`config.mk`:
```
export PLATFORM = sky130hd
export DESIGN_NAME = palette_engine
export DESIGN_NICKNAME = d
export VERILOG_FILES = /design/src/rtl/palette_engine.sv
export SDC_FILE = /design/constraint.sdc
export NUM_CORES = 1
export LEC_CHECK = 0
export CORE_UTILIZATION = 40
export CTS_CLUSTER_SIZE = 24
export DETAILED_ROUTE_END_ITERATION = 12
export SLEW_MARGIN = 10
export SYNTH_ARGS = -nofsm -noshare
export SYNTH_HDL_FRONTEND = slang
export SYNTH_SLANG_ARGS = --single-unit
```
`constraint.sdc`:
```
create_clock -name Clk -period 7.6 [get_ports Clk]
set_input_delay 0.76 -clock Clk [delete_from_list [all_inputs] [get_ports Clk]]
set_output_delay 0.76 -clock Clk [all_outputs]
set_load 0.05 [all_outputs]
```
`src/rtl/palette_engine.sv`:
```
// ----------------------------------------------------------------------------
// palette_engine
//   Runtime-writable colour palette with a two-stage lookup pipeline and a
//   frame-paced brightness fader. Every lookup result is scaled by the
//   brightness level that is current when the result is registered.
//
//   Ports
//     Clk          sole clock, rising edge
//     Reset_n      asynchronous active-low reset
//     rd_valid     lookup request qualifier (one request per cycle)
//     rd_index     palette entry to look up
//     wr_en        palette write strobe (always accepted)
//     wr_index     palette entry to write
//     wr_rgb       {R,G,B} write data
//     fade_cmd     00 hold, 01 fade out, 10 fade in, 11 snap to full
//     frame_start  one-cycle pulse per video frame
//     red/green/blue  scaled colour, held while out_valid is low
//     out_valid    red/green/blue carry a new result (rd_valid delayed 2)
//     fade_busy    fader is stepping (FADE_OUT or FADE_IN)
//     level        brightness, 0 .. 2**CH_W
// ----------------------------------------------------------------------------

// One colour channel: (c * level) >> CH_W. The level is one bit wider than
// the channel so that full brightness passes c through unchanged.
module palette_scale #(
   parameter int CH_W = 4
) (
   input  logic [CH_W-1:0] c,
   input  logic [CH_W:0]   level,
   output logic [CH_W-1:0] s
);
   logic [2*CH_W:0] prod;
   logic            unused_prod_hi;

   assign prod = {{(CH_W+1){1'b0}}, c} * {{CH_W{1'b0}}, level};
   // The product never exceeds c << CH_W, so the top bit is always zero.
   assign s              = prod[2*CH_W-1:CH_W];
   assign unused_prod_hi = prod[2*CH_W];
endmodule

module palette_engine #(
   parameter int INDEX_W  = 4,
   parameter int CH_W     = 4,
   parameter int FADE_DIV = 2,
   parameter logic [(2**INDEX_W)*3*CH_W-1:0] DEFAULT_PAL = '0
) (
   input  logic               Clk,
   input  logic               Reset_n,
   input  logic               rd_valid,
   input  logic [INDEX_W-1:0] rd_index,
   input  logic               wr_en,
   input  logic [INDEX_W-1:0] wr_index,
   input  logic [3*CH_W-1:0]  wr_rgb,
   input  logic [1:0]         fade_cmd,
   input  logic               frame_start,
   output logic [CH_W-1:0]    red,
   output logic [CH_W-1:0]    green,
   output logic [CH_W-1:0]    blue,
   output logic               out_valid,
   output logic               fade_busy,
   output logic [CH_W:0]      level
);
   localparam int ENTRIES  = 2**INDEX_W;
   localparam int STAGES   = 2;
   localparam int NUM_CH   = 3;
   localparam int DIV_W    = (FADE_DIV > 1) ? $clog2(FADE_DIV) : 1;
   localparam logic [DIV_W-1:0] DIV_LAST = DIV_W'(FADE_DIV - 1);
   localparam logic [CH_W:0]    LVL_MAX  = {1'b1, {CH_W{1'b0}}};

   typedef enum logic [1:0] {
      IDLE     = 2'd0,
      FADE_OUT = 2'd1,
      FADE_IN  = 2'd2
   } fade_state_e;

   // Channel index 2 is R (most significant), 0 is B.
   logic [ENTRIES-1:0][NUM_CH-1:0][CH_W-1:0] pal;
   logic [NUM_CH-1:0][CH_W-1:0]              s1_rgb;
   logic [NUM_CH-1:0][CH_W-1:0]              scaled;
   logic [NUM_CH-1:0][CH_W-1:0]              rgb_q;
   logic [STAGES:1]                          vld_pipe;

   fade_state_e      state_q, state_d;
   logic [DIV_W-1:0] div_q, div_d;
   logic [CH_W:0]    level_q, level_d;
   fade_state_e      dir;
   logic             at_target;
   logic [CH_W:0]    step_lvl;

   // ---------------------------------------------------------------- palette
   // Stage 1 reads the register file on the same edge a write lands, so a
   // same-cycle read of the written entry sees the old contents.
   always_ff @(posedge Clk or negedge Reset_n) begin
      if (!Reset_n) begin
         pal <= DEFAULT_PAL;
      end else if (wr_en) begin
         pal[wr_index] <= wr_rgb;
      end
   end

   // ---------------------------------------------------------------- lookup
   always_ff @(posedge Clk or negedge Reset_n) begin
      if (!Reset_n) begin
         vld_pipe <= '0;
         s1_rgb   <= '0;
         rgb_q    <= '0;
      end else begin
         vld_pipe <= {vld_pipe[STAGES-1:1], rd_valid};
         s1_rgb   <= pal[rd_index];
         // Outputs hold their last result between valid beats.
         if (vld_pipe[1]) rgb_q <= scaled;
      end
   end

   // Scaling uses the live level, i.e. the level when stage 2 captures.
   for (genvar ch = 0; ch < NUM_CH; ch++) begin : g_ch
      palette_scale #(.CH_W(CH_W)) u_scale (
         .c     (s1_rgb[ch]),
         .level (level_q),
         .s     (scaled[ch])
      );
   end

   assign red       = rgb_q[2];
   assign green     = rgb_q[1];
   assign blue      = rgb_q[0];
   assign out_valid = vld_pipe[STAGES];

   // ---------------------------------------------------------------- fader
   always_ff @(posedge Clk or negedge Reset_n) begin
      if (!Reset_n) begin
         state_q <= IDLE;
         div_q   <= '0;
         level_q <= LVL_MAX;
      end else begin
         state_q <= state_d;
         div_q   <= div_d;
         level_q <= level_d;
      end
   end

   always_comb begin
      state_d   = state_q;
      div_d     = div_q;
      level_d   = level_q;
      dir       = state_q;
      at_target = 1'b0;
      step_lvl  = level_q;
      unique case (state_q)
         IDLE: begin
            div_d = '0;
            unique case (fade_cmd)
               2'b01:   state_d = FADE_OUT;
               2'b10:   state_d = FADE_IN;
               2'b11:   level_d = LVL_MAX;
               default: ;
            endcase
         end
         FADE_OUT, FADE_IN: begin
            if (fade_cmd == 2'b11) begin
               state_d = IDLE;
               div_d   = '0;
               level_d = LVL_MAX;
            end else begin
               // A reversal takes effect this cycle; the divide count carries
               // over so the partial frame interval is not lost.
               if (fade_cmd == 2'b01) dir = FADE_OUT;
               if (fade_cmd == 2'b10) dir = FADE_IN;
               state_d   = dir;
               at_target = (dir == FADE_OUT) ? (level_q == '0)
                                             : (level_q == LVL_MAX);
               step_lvl  = (dir == FADE_OUT) ? level_q - 1'b1
                                             : level_q + 1'b1;
               if (at_target) begin
                  // Already at the end point: finish without touching level.
                  state_d = IDLE;
                  div_d   = '0;
               end else if (frame_start) begin
                  if (div_q == DIV_LAST) begin
                     div_d   = '0;
                     level_d = step_lvl;
                     if ((dir == FADE_OUT && step_lvl == '0) ||
                         (dir == FADE_IN  && step_lvl == LVL_MAX))
                        state_d = IDLE;
                  end else begin
                     div_d = div_q + 1'b1;
                  end
               end
            end
         end
         default: begin
            state_d = IDLE;
            div_d   = '0;
         end
      endcase
   end

   assign fade_busy = (state_q == FADE_OUT) || (state_q == FADE_IN);
   assign level     = level_q;
endmodule

```
==> results.tsv, run 1 <==
metric	value	unit
nets	919	
regToRegStartpoint	level[2]$_DFFE_PN0P_	
ant_nets	0	
hold_buffers	0	
syn_area_per_cell	14.1	sq um
required	7990	ps
slowest_delay	510	ps
setup-tns-final	0	ps
clockBufferDepth	3	
syn-cell-area	11400	sq um
finalCritPeriodShare	0.461	
p_per_area	282	nW/um^2
grt_max_degree	96	
critPathMaxFanout	11	
fin_skew	20.3	ps
rsz0062_at_grt	false	
ys_seq_area_frac	0.497	
drive_gt1_frac	0.375	
setup_viol_count_final	0	
async_reset_ff_frac	1.00	
cts-buffers-inserted	26	
grt_pass1_vias	6938	
cts_resized	0	
die_width	171	um
cpMaxStageDelayCell	clkdlybuf4s50_1	
min_period	3500	ps
maxCapViolCount	0	
cts_root_buffer	clkbuf_16	
clock_sinks	226	
endpoint_kind	flip-flop	
vias_per_cell	5.26	
start_util	0.409	
status	finished, final reports clean	
slew_headroom	0.301	
worstRegToRegCells	11	
yosysWarnings	0	
grt_use_total	0.175	
hold_class	in2async	
r2r-end	blue[3]$_DFFE_PN0P_	
drtIter0Drc	272	
port-buffer-count	45	
worst_pin_slew	1050	ps
vdd_ir_drop_max	0.182	mV
p_leak	5.66	nW
htree_levels	1	
max_freq	0.285	GHz
yosys_most_used_dff	dfrtp_1	
cts_tree	built	
reg2reg_slack	4250	ps
startpoint_type	primary input	
grt_pass1_wl	39000	um
insertion_delay	540	ps
wire_per_inst	19.3	um
syn2layout_area_growth	15.0	%
ioPinCount	46	
via_count	6523	
ys_seq_elements	226	
hpwl	14600	um
critical_path_buf_inv_count	3	
final_max_slew_viol_count	0	
drcViolationCount	0	
synth_nets	883	
first_pass_iters	4	
mostFrequentLayoutCell	dfrtp_1	
placed_area	12200	sq um
grt_overflow	0	
antenna_found_initial	1	
hold_viol_final	0	
crit_family	compound AO/OA/AOI/OAI gates	
antennaDiodeCount	0	
finalInstanceArea	13100	sq um
core	27900	sq um
critical_path_class	in2reg	
wl	23900	um
cp_cell_sequence	clkdlybuf4s50_1 > inv_1 > ha_1 > inv_1 > o21a_1 > xor2_1 > ha_1 > or4_1 > mux2_4 > mux2i_1 > o41ai_2 > o22ai_1	
place_congestion	0.765	
rows	61	
die_h	171	um
clk_pin_slew_worst_paths	60	ps
yosysUniqueCellTypes	48	
die_area	29100	sq um
synth_edf_count	0	
cp.arrival	3890	ps
syn_inst	807	
cts_setup_buffers	0	
final_cell_mix	dfrtp_1, mux2_2, mux4_2	
-- cells in the mapped netlist, drive strengths merged (2+ instances only) --
cell type  count  area, sq um
dfrtp        225         5630
mux2         194         2190
mux4          60         1350
nand2         46          173
clkbuf        37          139
inv           35          131
ha            34          425
and2          21          131
nor2          18         67.6
fa            15          300
nor3          14         75.1
buf           13         66.3
o21a           9         67.6
o31ai          9         67.6
a21oi          8         40.0
xnor2          8         70.1
nand3          7         35.0
nand2b         6         37.5
o21ai          6         30.0
or3            4         25.0
a22o           3         26.3
and3           3         18.8
nand3b         3         22.5
nand4          3         18.8
nor2b          3         18.8
o31a           3         26.3
mux2i          2         20.0
nor3b          2         15.0
o2111ai        2         23.8
o32ai          2         25.0
xor2           2         17.5
-- routing by layer --
| layer | track usage | vias to the layer above | wire length, um |
|---|---|---|---|
| met5 | 0 | - | 0 |
| met1 | 0.235 | 3413 | 11000 |
| met3 | 0.0222 | 30 | 674 |
| met2 | 0.302 | 80 | 11900 |
| li1 | - | 3000 | - |
| met4 | 0.0376 | 0 | 347 |
-- worst max path at each step --
stage / from / to / depth (start not counted)
CTS: fade_cmd[0] / state_q[1]$_DFFE_PN0P_ / 12
global placement: fade_cmd[0] / state_q[0]$_DFFE_PN0P_ / 12
floorplan: level[2]$_DFFE_PN0P_ / green[3]$_DFFE_PN0P_ / 13
detailed placement: fade_cmd[0] / state_q[1]$_DFFE_PN0P_ / 12
global route: fade_cmd[0] / state_q[1]$_DFFE_PN0P_ / 12
finish: fade_cmd[0] / state_q[1]$_DFFE_PN0P_ / 12
-- state kept, by name, summed over array words and instances (netlist names) --
name      count
blue          4
div_q         1
green         4
level         5
pal         192
red           4
s1_rgb       12
state_q       2
vld_pipe      2
-- power breakdown --
part / internal [mW] / switching, mW / leakage, nW
Clock: 0.762 / 0.490 / 0.436
Sequential: 1.49 / 0.159 / 2.78
Combinational: 0.450 / 0.348 / 2.44
Total: 2.70 / 0.997 / 5.66
-- kinds of logic after synthesis --
group / synth area share
buffers and inverters: 0.0299
flip-flops: 0.497
multiplexers: 0.313
XOR/XNOR: 0.00769
adder cells (fa/ha/maj): 0.0637
AND/OR/NAND/NOR: 0.0567
AO/OA/AOI/OAI: 0.0326
-- cell type report --
type                    count  area, sq um
inverters                  36          135
clock buffers              35          754
clock inverters            11          123
multi-input cells         495         5410
repair buffers             58          546
flip-flops and latches    226         5660
fillers                  2478        14800
well taps                 378          473
-- through the flow --
step / total power [mW] / setup WS (ps) / instances / util / hold WS, ps
global placement: 2.45 / 3660 / 1193 / 0.439 / 468
finish: 3.70 / 4100 / 1239 / 0.470 / 272
global route: 3.89 / 3930 / 1239 / 0.470 / 324
floorplan: 2.24 / 4140 / 807 / - / 461
detailed placement: 2.47 / 3590 / 1193 / 0.439 / 469
CTS: 3.75 / 4120 / 1239 / 0.470 / 293
Note: power is estimated with default switching activity, not from simulation.
==> run 2: changes to the inputs <==
==> constraint.sdc (replaced) <==
create_clock -name Clk -period 2.9 [get_ports Clk]
set_input_delay 0.29 -clock Clk [delete_from_list [all_inputs] [get_ports Clk]]
set_output_delay 0.29 -clock Clk [all_outputs]
set_load 0.05 [all_outputs]
==> results.tsv, run 2 (synthesis gave the netlist of run 1 again) <==
metric	value	unit	change
slew_headroom	0.464		+0.163
grt_pass1_vias	7241		+4.4%
final_cell_mix	dfrtp_1, mux2_2, mux4_2		
min_period	2910	ps	
hold_slack	224	ps	-47.9 ps
crit_top_cell	fa_1		
wire_per_inst	19.1	um	-0.59%
clock_sinks	226		unchanged
nets	971		+5.7%
grt_use_total	0.184		+0.00906
htree_levels	1		unchanged
ioPinCount	46		unchanged
hold_class	in2reg		
total_power	9.95	mW	+170%
hold_viol_final	0		unchanged
setup_viol_count_final	1		+1
grt_overflow	0		unchanged
layout_setup_ws	-5.87	ps	-4100 ps
grt_pass1_wl	41100	um	+5.3%
cp.arrival	3300	ps	-590 ps
first_pass_iters	4		unchanged
p_leak	5.96	nW	+5.2%
regMostFlops	pal		
core	27900	sq um	unchanged
critical_path_class	reg2reg		
violations	negative setup slack		
required	3290	ps	-4700 ps
ant_nets	0		unchanged
rows	61		unchanged
worst_pin_slew	804	ps	-244 ps
via_count	6789		+4.1%
slowest_delay	540	ps	+30 ps
drive_gt1_frac	0.424		+0.0487
status	complete, but fails checks		
cts_root_buffer	clkbuf_16		
cpMaxStageDelayCell	fa_1		
startpoint_type	flip-flop		
port-buffer-count	45		unchanged
rsz0062_at_grt	true		
finalCritPeriodShare	1.00		
fin_skew	17.7	ps	-2.55 ps
wl	24700	um	+3.6%
mostFrequentLayoutCell	dfrtp_1		
hpwl	16500	um	+13%
clockBufferDepth	3		unchanged
final_max_slew_viol_count	0		unchanged
syn2layout_area_growth	19.7	%	
antennaDiodeCount	0		unchanged
antenna_found_initial	0		-1
cts-buffers-inserted	25		-3.8%
die_h	171	um	unchanged
endpoint_kind	flip-flop		
largest_reg_flops	192		unchanged
p_per_area	730	nW/um^2	+160%
vias_per_cell	5.26		-0.11%
max_freq	0.344	GHz	
cp_cell_sequence	buf_12 > nand2_2 > fa_1 > inv_1 > fa_1 > ha_1 > o21a_1 > o31a_1 > or3_1 > nand3_1 > o21ai_0		
maxCapViolCount	0		unchanged
drcViolationCount	0		unchanged
drtIter0Drc	268		-1.5%
vdd_ir_drop_max	0.417	mV	+130%
clk_pin_slew_worst_paths	60	ps	about the same
cts_tree	built		
die_area	29100	sq um	unchanged
start_util	0.409		unchanged
insertion_delay	530	ps	about the same
die_width	171	um	unchanged
grt_max_degree	105		+9.4%
critPathMaxFanout	6		-5
place_congestion	0.829		+8.4%
[run 2: metal layers]
layer / vias up / track usage / wire, um
met3: 40 / 0.0271 / 833
met5: - / 0 / 0
met1: 3550 / 0.250 / 11200
li1: 3095 / - / -
met2: 104 / 0.309 / 12100
met4: 0 / 0.0482 / 573
[run 2: path summary, 6_finish.rpt]
path | startpoint | cells past startpoint | to | slack (ps)
setup / recovery | level[1]$_DFFE_PN0P_ | 11 | red[2]$_DFFE_PN0P_ | -6
hold / removal | rd_valid | 1 | vld_pipe[1]$_DFF_PN0_ | 220
setup reg to reg | level[1]$_DFFE_PN0P_ | 11 | red[2]$_DFFE_PN0P_ | -6
hold reg to reg | green[1]$_DFFE_PN0P_ | 2 | green[1]$_DFFE_PN0P_ | 480
max in group asynchronous | Reset_n | 3 | pal[60]$_DFFE_PN0P_ | 1680
min in group asynchronous | Reset_n | 2 | pal[4]$_DFFE_PN0P_ | 430
[run 2: report_power, final]
group / internal [mW] / leakage, nW / switching [mW]
Combinational: 1.26 / 2.74 / 0.976
Clock: 2.13 / 0.434 / 1.28
Sequential: 3.90 / 2.78 / 0.409
[run 2: repair_timing]
action                                  CTS  global route
hold buffers                              1             0
gates resized for setup                   4            10
cloned                                    0             0
buffers inserted                          3             1
hold endpoints to repair                 97             0
pin swaps                                 5             6
endpoints found under the setup margin    5             6
[run 2: worst max-delay path: cells and delay by family, from the launching register on]
kind / cells / cell delay (ps)
AOI/OAI and AO/OA: 3 / 370
buffers and inverters: 2 / 190
and+or+nand+nor: 3 / 440
adders and majority gates: 3 / 1330
DFF: 1 / 450
[run 2: metrics by stage]
| stage | area (sq um) | util | setup slack, ps | setup TNS [ps] | std cells |
|---|---|---|---|---|---|
| 6_report | 13600 | 0.489 | -5.87 | -5.87 | 1291 |
| 5_1_grt | 13600 | 0.489 | -141 | -678 | 1291 |
| 4_1_cts | 13600 | 0.488 | 4.65 | 0 | 1290 |
| 3_5_place_dp | 12700 | 0.454 | -204 | -520 | 1241 |
| 3_3_place_gp | 12700 | 0.454 | -167 | -332 | 1241 |
| 2_1_floorplan | 11400 | - | -223 | -1230 | 807 |
[run 2: final cells by class]
| type | count | area (sq um) |
|---|---|---|
| fill | 2437 | 14200 |
| sequential | 226 | 5660 |
| multi-input combinational | 495 | 5450 |
| timing repair buffer | 111 | 1030 |
| clock buffer | 34 | 699 |
| tap | 378 | 473 |
| clock inverter | 11 | 186 |
| inverter | 36 | 135 |
==> run 3: changes to the inputs <==
--- a/config.mk
+++ b/config.mk
@@ -5,6 +5,7 @@
 export SDC_FILE = /design/constraint.sdc
 export NUM_CORES = 1
 export LEC_CHECK = 0
+export CORE_MARGIN = 1.5
 export CORE_UTILIZATION = 40
 export CTS_CLUSTER_SIZE = 24
 export DETAILED_ROUTE_END_ITERATION = 12
==> results.tsv, run 3 (synthesis gave the netlist of run 1 again) <==
metric	value	unit	change
via_count	6742		-0.69%
whs_endpoint	vld_pipe[1]$_DFF_PN0_		
finalCritPeriodShare	0.976		-0.0265
placed_area	12600	sq um	-0.45%
status	finished, final reports clean		
slowest_delay	490	ps	-50 ps
finalInstanceArea	13500	sq um	-0.73%
syn2layout_area_growth	18.9	%	
top_layer_used	met4		
cp_cell_sequence	buf_6 > nand2_2 > fa_1 > fa_1 > inv_1 > ha_1 > nand4_1 > nor2_1 > o31a_1 > or3_1 > nand3_1 > o21ai_0		
cts_root_buffer	clkbuf_16		
setup_viol_count_final	0		-1
fill_cells	2489		+2.1%
final_max_slew_viol_count	0		unchanged
required	3300	ps	about the same
fin_skew	24.4	ps	+6.71 ps
grt_pass1_wl	40100	um	-2.4%
vias_per_cell	5.23		-0.46%
clock_sinks	226		unchanged
grt_max_degree	78		-26%
place_congestion	0.792		-4.5%
htree_levels	1		unchanged
crit_start	level[2]$_DFFE_PN0P_		
maxCapViolCount	0		unchanged
rows	61		unchanged
cts_tree	built		
fin_util	0.485		-0.00492
ant_nets	0		unchanged
nets	969		-0.21%
wire_per_inst	19.2	um	+0.32%
crit_family	adder cells		
wl_met1	11500	um	+3.2%
worstRegToRegCells	12		+1
drive_gt1_frac	0.420		-0.00410
wl_met3	638	um	-23%
cts-buffers-inserted	26		+4.0%
grt_overflow	0		unchanged
hold_viol_final	0		unchanged
regMostFlops	pal		
vdd_ir_drop_max	0.455	mV	+9.3%
final_cell_mix	dfrtp_1, mux2_2, mux4_2		
critical_path_class	reg2reg		
critical_path_buf_inv_count	2		unchanged
hpwl	15700	um	-5.0%
r2r-end	blue[2]$_DFFE_PN0P_		
min_period	2830	ps	-76.8 ps
drtIter0Drc	341		+27%
clk_pin_slew_worst_paths	60	ps	about the same
rsz0062_at_grt	true		
p_per_area	723	nW/um^2	-0.87%
regToRegStartpoint	level[2]$_DFFE_PN0P_		
port-buffer-count	45		unchanged
first_pass_iters	5		+1
drcViolationCount	0		unchanged
insertion_delay	540	ps	about the same
reg2reg_slack	70	ps	+80 ps
crit_top_cell	fa_1		
critPathMaxFanout	5		-1
slew_headroom	0.586		+0.123
hold_depth	1		unchanged
ioPinCount	46		unchanged
layout_setup_ws	70.9	ps	+76.8 ps
dp_slack	-222	ps	-17.2 ps
p_leak	5.90	nW	-0.92%
antenna_found_initial	0		unchanged
grt_use_total	0.178		-0.00623
clockBufferDepth	3		unchanged
die_h	172	um	+0.59%
die_width	172	um	+0.59%
antennaDiodeCount	0		unchanged
start_util	0.408		-0.00112
max_freq	0.353	GHz	+2.7%
die_area	29500	sq um	+1.2%
cp.arrival	3230	ps	-70 ps
startpoint_type	flip-flop		
grt_pass1_vias	7063		-2.5%
endpoint_kind	flip-flop		
wl	24700	um	about the same
mostFrequentLayoutCell	dfrtp_1		
worst_pin_slew	621	ps	-184 ps
cpMaxStageDelayCell	fa_1		
largest_reg_flops	192		unchanged
hold_class	in2reg		
min_from	rd_valid		
core	27900	sq um	+0.27%
wl_met2	12100	um	about the same
==> run 3: where the power goes <==
group          internal [mW]  switching (mW)
registers               3.90           0.420
logic                   1.26           0.952
clock network           1.97            1.29
total                   7.13            2.66
==> run 3: worst max path at each step <==
stage | endpoint | slack (ps) | cells past startpoint
2_1_floorplan | green[2]$_DFFE_PN0P_ | -220 | 13
3_3_place_gp | state_q[0]$_DFFE_PN0P_ | -170 | 11
3_5_place_dp | state_q[1]$_DFFE_PN0P_ | -220 | 11
4_1_cts | green[2]$_DFFE_PN0P_ | 1 | 12
5_1_grt | green[2]$_DFFE_PN0P_ | -90 | 12
6_report | blue[2]$_DFFE_PN0P_ | 70 | 12
==> run 3: stage by stage <==
stage | power, mW | hold slack [ps] | setup TNS [ps] | cells
floorplan | 5.87 | -5.59 | -1230 | 807
global placement | 6.53 | 316 | -335 | 1235
detailed placement | 6.58 | 318 | -468 | 1235
CTS | 9.89 | 202 | 0 | 1286
global route | 10.3 | 199 | -289 | 1288
finish | 9.79 | 220 | 0 | 1288
==> run 3: layer usage <==
layer,up-vias,track usage
li1,3096,-
met1,3529,0.239
met2,87,0.306
met3,30,0.0249
met4,0,0.0389
met5,-,0
==> run 3: repair_timing <==
action	4_1_cts	5_1_grt
pin swaps	3	9
endpoints found under the setup margin	5	8
gates resized for setup	3	9
gates cloned	0	0
hold buffers	1	0
buffers inserted	5	2
endpoints found under the hold margin	73	0
==> run 3: worst register-to-register path: stages, from the launching register on <==
cell	delay [ps]
dfrtp_2	410
buf_6	140
nand2_2	60
fa_1	420
fa_1	490
inv_1	40
ha_1	280
nand4_1	90
nor2_1	50
o31a_1	270
or3_1	310
nand3_1	80
o21ai_0	70
==> run 3: final cells by class <==
cell class              count  area [sq um]  area share
flip-flops and latches    226          5660       0.418
multi-input cells         495          5430       0.401
repair buffers            108           975      0.0720
clock buffers              38           756      0.0558
well taps                 378           473      0.0349
inverters                  36           135     0.00998
clock inverters             7          98.8     0.00730
==> RTL change (settings of run 3) <==
The 3 states of `fade_state_e` get a one-hot encoding in 3 bits.
--- a/src/rtl/palette_engine.sv
+++ b/src/rtl/palette_engine.sv
@@ -67,10 +67,10 @@
    localparam logic [DIV_W-1:0] DIV_LAST = DIV_W'(FADE_DIV - 1);
    localparam logic [CH_W:0]    LVL_MAX  = {1'b1, {CH_W{1'b0}}};
 
-   typedef enum logic [1:0] {
-      IDLE     = 2'd0,
-      FADE_OUT = 2'd1,
-      FADE_IN  = 2'd2
+   typedef enum logic [2:0] {
+      IDLE     = 3'b001,
+      FADE_OUT = 3'b010,
+      FADE_IN  = 3'b100
    } fade_state_e;
 
    // Channel index 2 is R (most significant), 0 is B.
Formal check against the unedited RTL: same outputs for any inputs over 4 cycles, from zero or initial values and one cycle with Reset_n low; so few cycles prove little.
==> RTL change against run 3 <==
The flow now finishes with violations (setup timing). Total power grew 4.1%. Cell area grew 1.4%. Worst setup slack got worse by 0.080 ns. Sequential cell count up 1. Sequential power grew 2%. Synthesized cell count increased by 0.12%. Routed wire length grew 1.8%. Synthesized area increased by 1.1%. Hold slack worse by 0.0077 ns. Critical path depth is 2 lower. Critical endpoint is now blue[3]$_DFFE_PN0P_. Largest cell class unchanged.
==> RTL change: results (changes against run 3) <==
stage;metric;value;unit;change
status;outcome;finished, violations left;;
status;violations;setup timing;;
power_and_ir_drop;p_clk;3.22;mW;-1%
global_route;track_usage;17.55;%;-0.23 points
worst_setup_path;path_delay_family;adder cells;;
logic_synthesis;netlist_instances;808;;+0.12%
timing;timing.final.ws_setup;-0.008882;ns;-0.07978 ns
placement;gp_congestion;0.7876;;-0.49%
worst_setup_path;cp-startpoint;level[1]$_DFFE_PN0P_;;
logic_synthesis;synth_compound_area_share;2.250;%;-1.0 points
timing;setup_viol;1;;+1
power_and_ir_drop;vdd_ir_drop_max;0.5625;mV;+24%
routing;detail_route.vias_per_cell;5.224;;-0.20%
global_route;grt_util_met3;2.836;%;+0.35 points
logic_synthesis;async_flop_share;100.0;%;unchanged
placement;post-place-ws;-0.1497;ns;+0.07196 ns
logic_synthesis;synth_adder_area_share;6.478;%;+0.11 points
logic_synthesis;synth.area.top_cells;dfrtp_1, mux2_2, mux4_2;;
placement;hpwl;16.60;mm;+6.0%
global_route;use_met2;29.37;%;-1.2 points
worst_setup_path;reg2reg_depth;10;;-2
final_layout;nNetsFinal;970;;+0.10%
placement;place_inst;1236;;+0.081%
timing;skew;0.02075;ns;-0.003704 ns
global_route;grt_use_met1;23.78;%;-0.12 points
hold_path;min_path_cells;1;;unchanged
global_route;grt_pass1_vias;7409;;+4.9%
logic_synthesis;synth_xor_area_share;1.902;%;+1.1 points
global_route;grt_antenna_before_repair;2;;+2
routing;routed_wl;25.18;mm;+1.8%
placement;place_area;12780;um^2;+1.5%
routing;initialDrtViolationCount;307;;-10%
worst_setup_path;r2r_end;blue[3]$_DFFE_PN0P_;;
power_and_ir_drop;comb-power;2.56;mW;+16%
worst_setup_path;cp_slowest_stage_delay;0.54;ns;+0.05 ns
worst_setup_path;arrival;3.32;ns;+0.09 ns
routing;avgRoutedWirePerCell;19.51;um;+1.6%
hold_path;min_from;rd_valid;;
final_layout;drive_above_1_share;38.75;%;-3.2 points
final_layout;largest_reg_flops;192;;unchanged
clocking;numCtsBuffers;25;;-3.8%
logic_synthesis;netlist_top_cells_count;dfrtp_1, mux2_2, mux4_2, inv_1, nand2_1;;
global_route;grt_pass1_wl;41.54;mm;+3.6%
power_and_ir_drop;p_leak;6.008;nW;+1.8%
logic_synthesis;synthMuxAreaShare;31.78;%;+0.52 points
timing;fin_hold_ws;0.2126;ns;-0.007711 ns
power_and_ir_drop;power.total;10.20;mW;+4.1%
hold_path;min_to;vld_pipe[1]$_DFF_PN0_;;
logic_synthesis;yosysSeqAreaShare;49.37;%;-0.31 points
worst_setup_path;critPathMaxFanout;9;;+4
global_route;grt_max_degree;82;;+5.1%
logic_synthesis;synth_cell_type_count;52;;+8.3%
clocking;cts_buffer_depth;3;;unchanged
power_and_ir_drop;p_switching;2.952;mW;+11%
timing;tns;-0.008882;ns;-0.008882 ns
logic_synthesis;syn-num-nets;885;;+0.23%
timing;maxSlewHeadroom;56.93;%;-1.7 points
[RTL change: what timing repair did]
item | 4_1_cts | 5_1_grt
setup buffers | 4 | 3
resized for setup | 0 | 6
gates cloned | 0 | 0
endpoints found under the hold margin | 75 | 0
hold buffers | 1 | 0
endpoints found under the setup margin | 3 | 8
[RTL change: routing by layer]
layer | part of all wire (%) | vias up | wire [um]
li1 | - | 3077 | -
met1 | 46 | 3527 | 11700
met2 | 48 | 103 | 12000
met3 | 3.4 | 37 | 864
met4 | 2.5 | 0 | 619
met5 | 0 | - | 0
[RTL change: cell type report]
class	instances	area, um^2
fillers	2506	14370
flip-flops and latches	227	5690
multi-input cells	491	5593
repair buffers	107	965.9
clock buffers	41	775.7
well taps	378	473.0
inverters	41	153.9
clock inverters	4	62.56
diodes	2	5.005
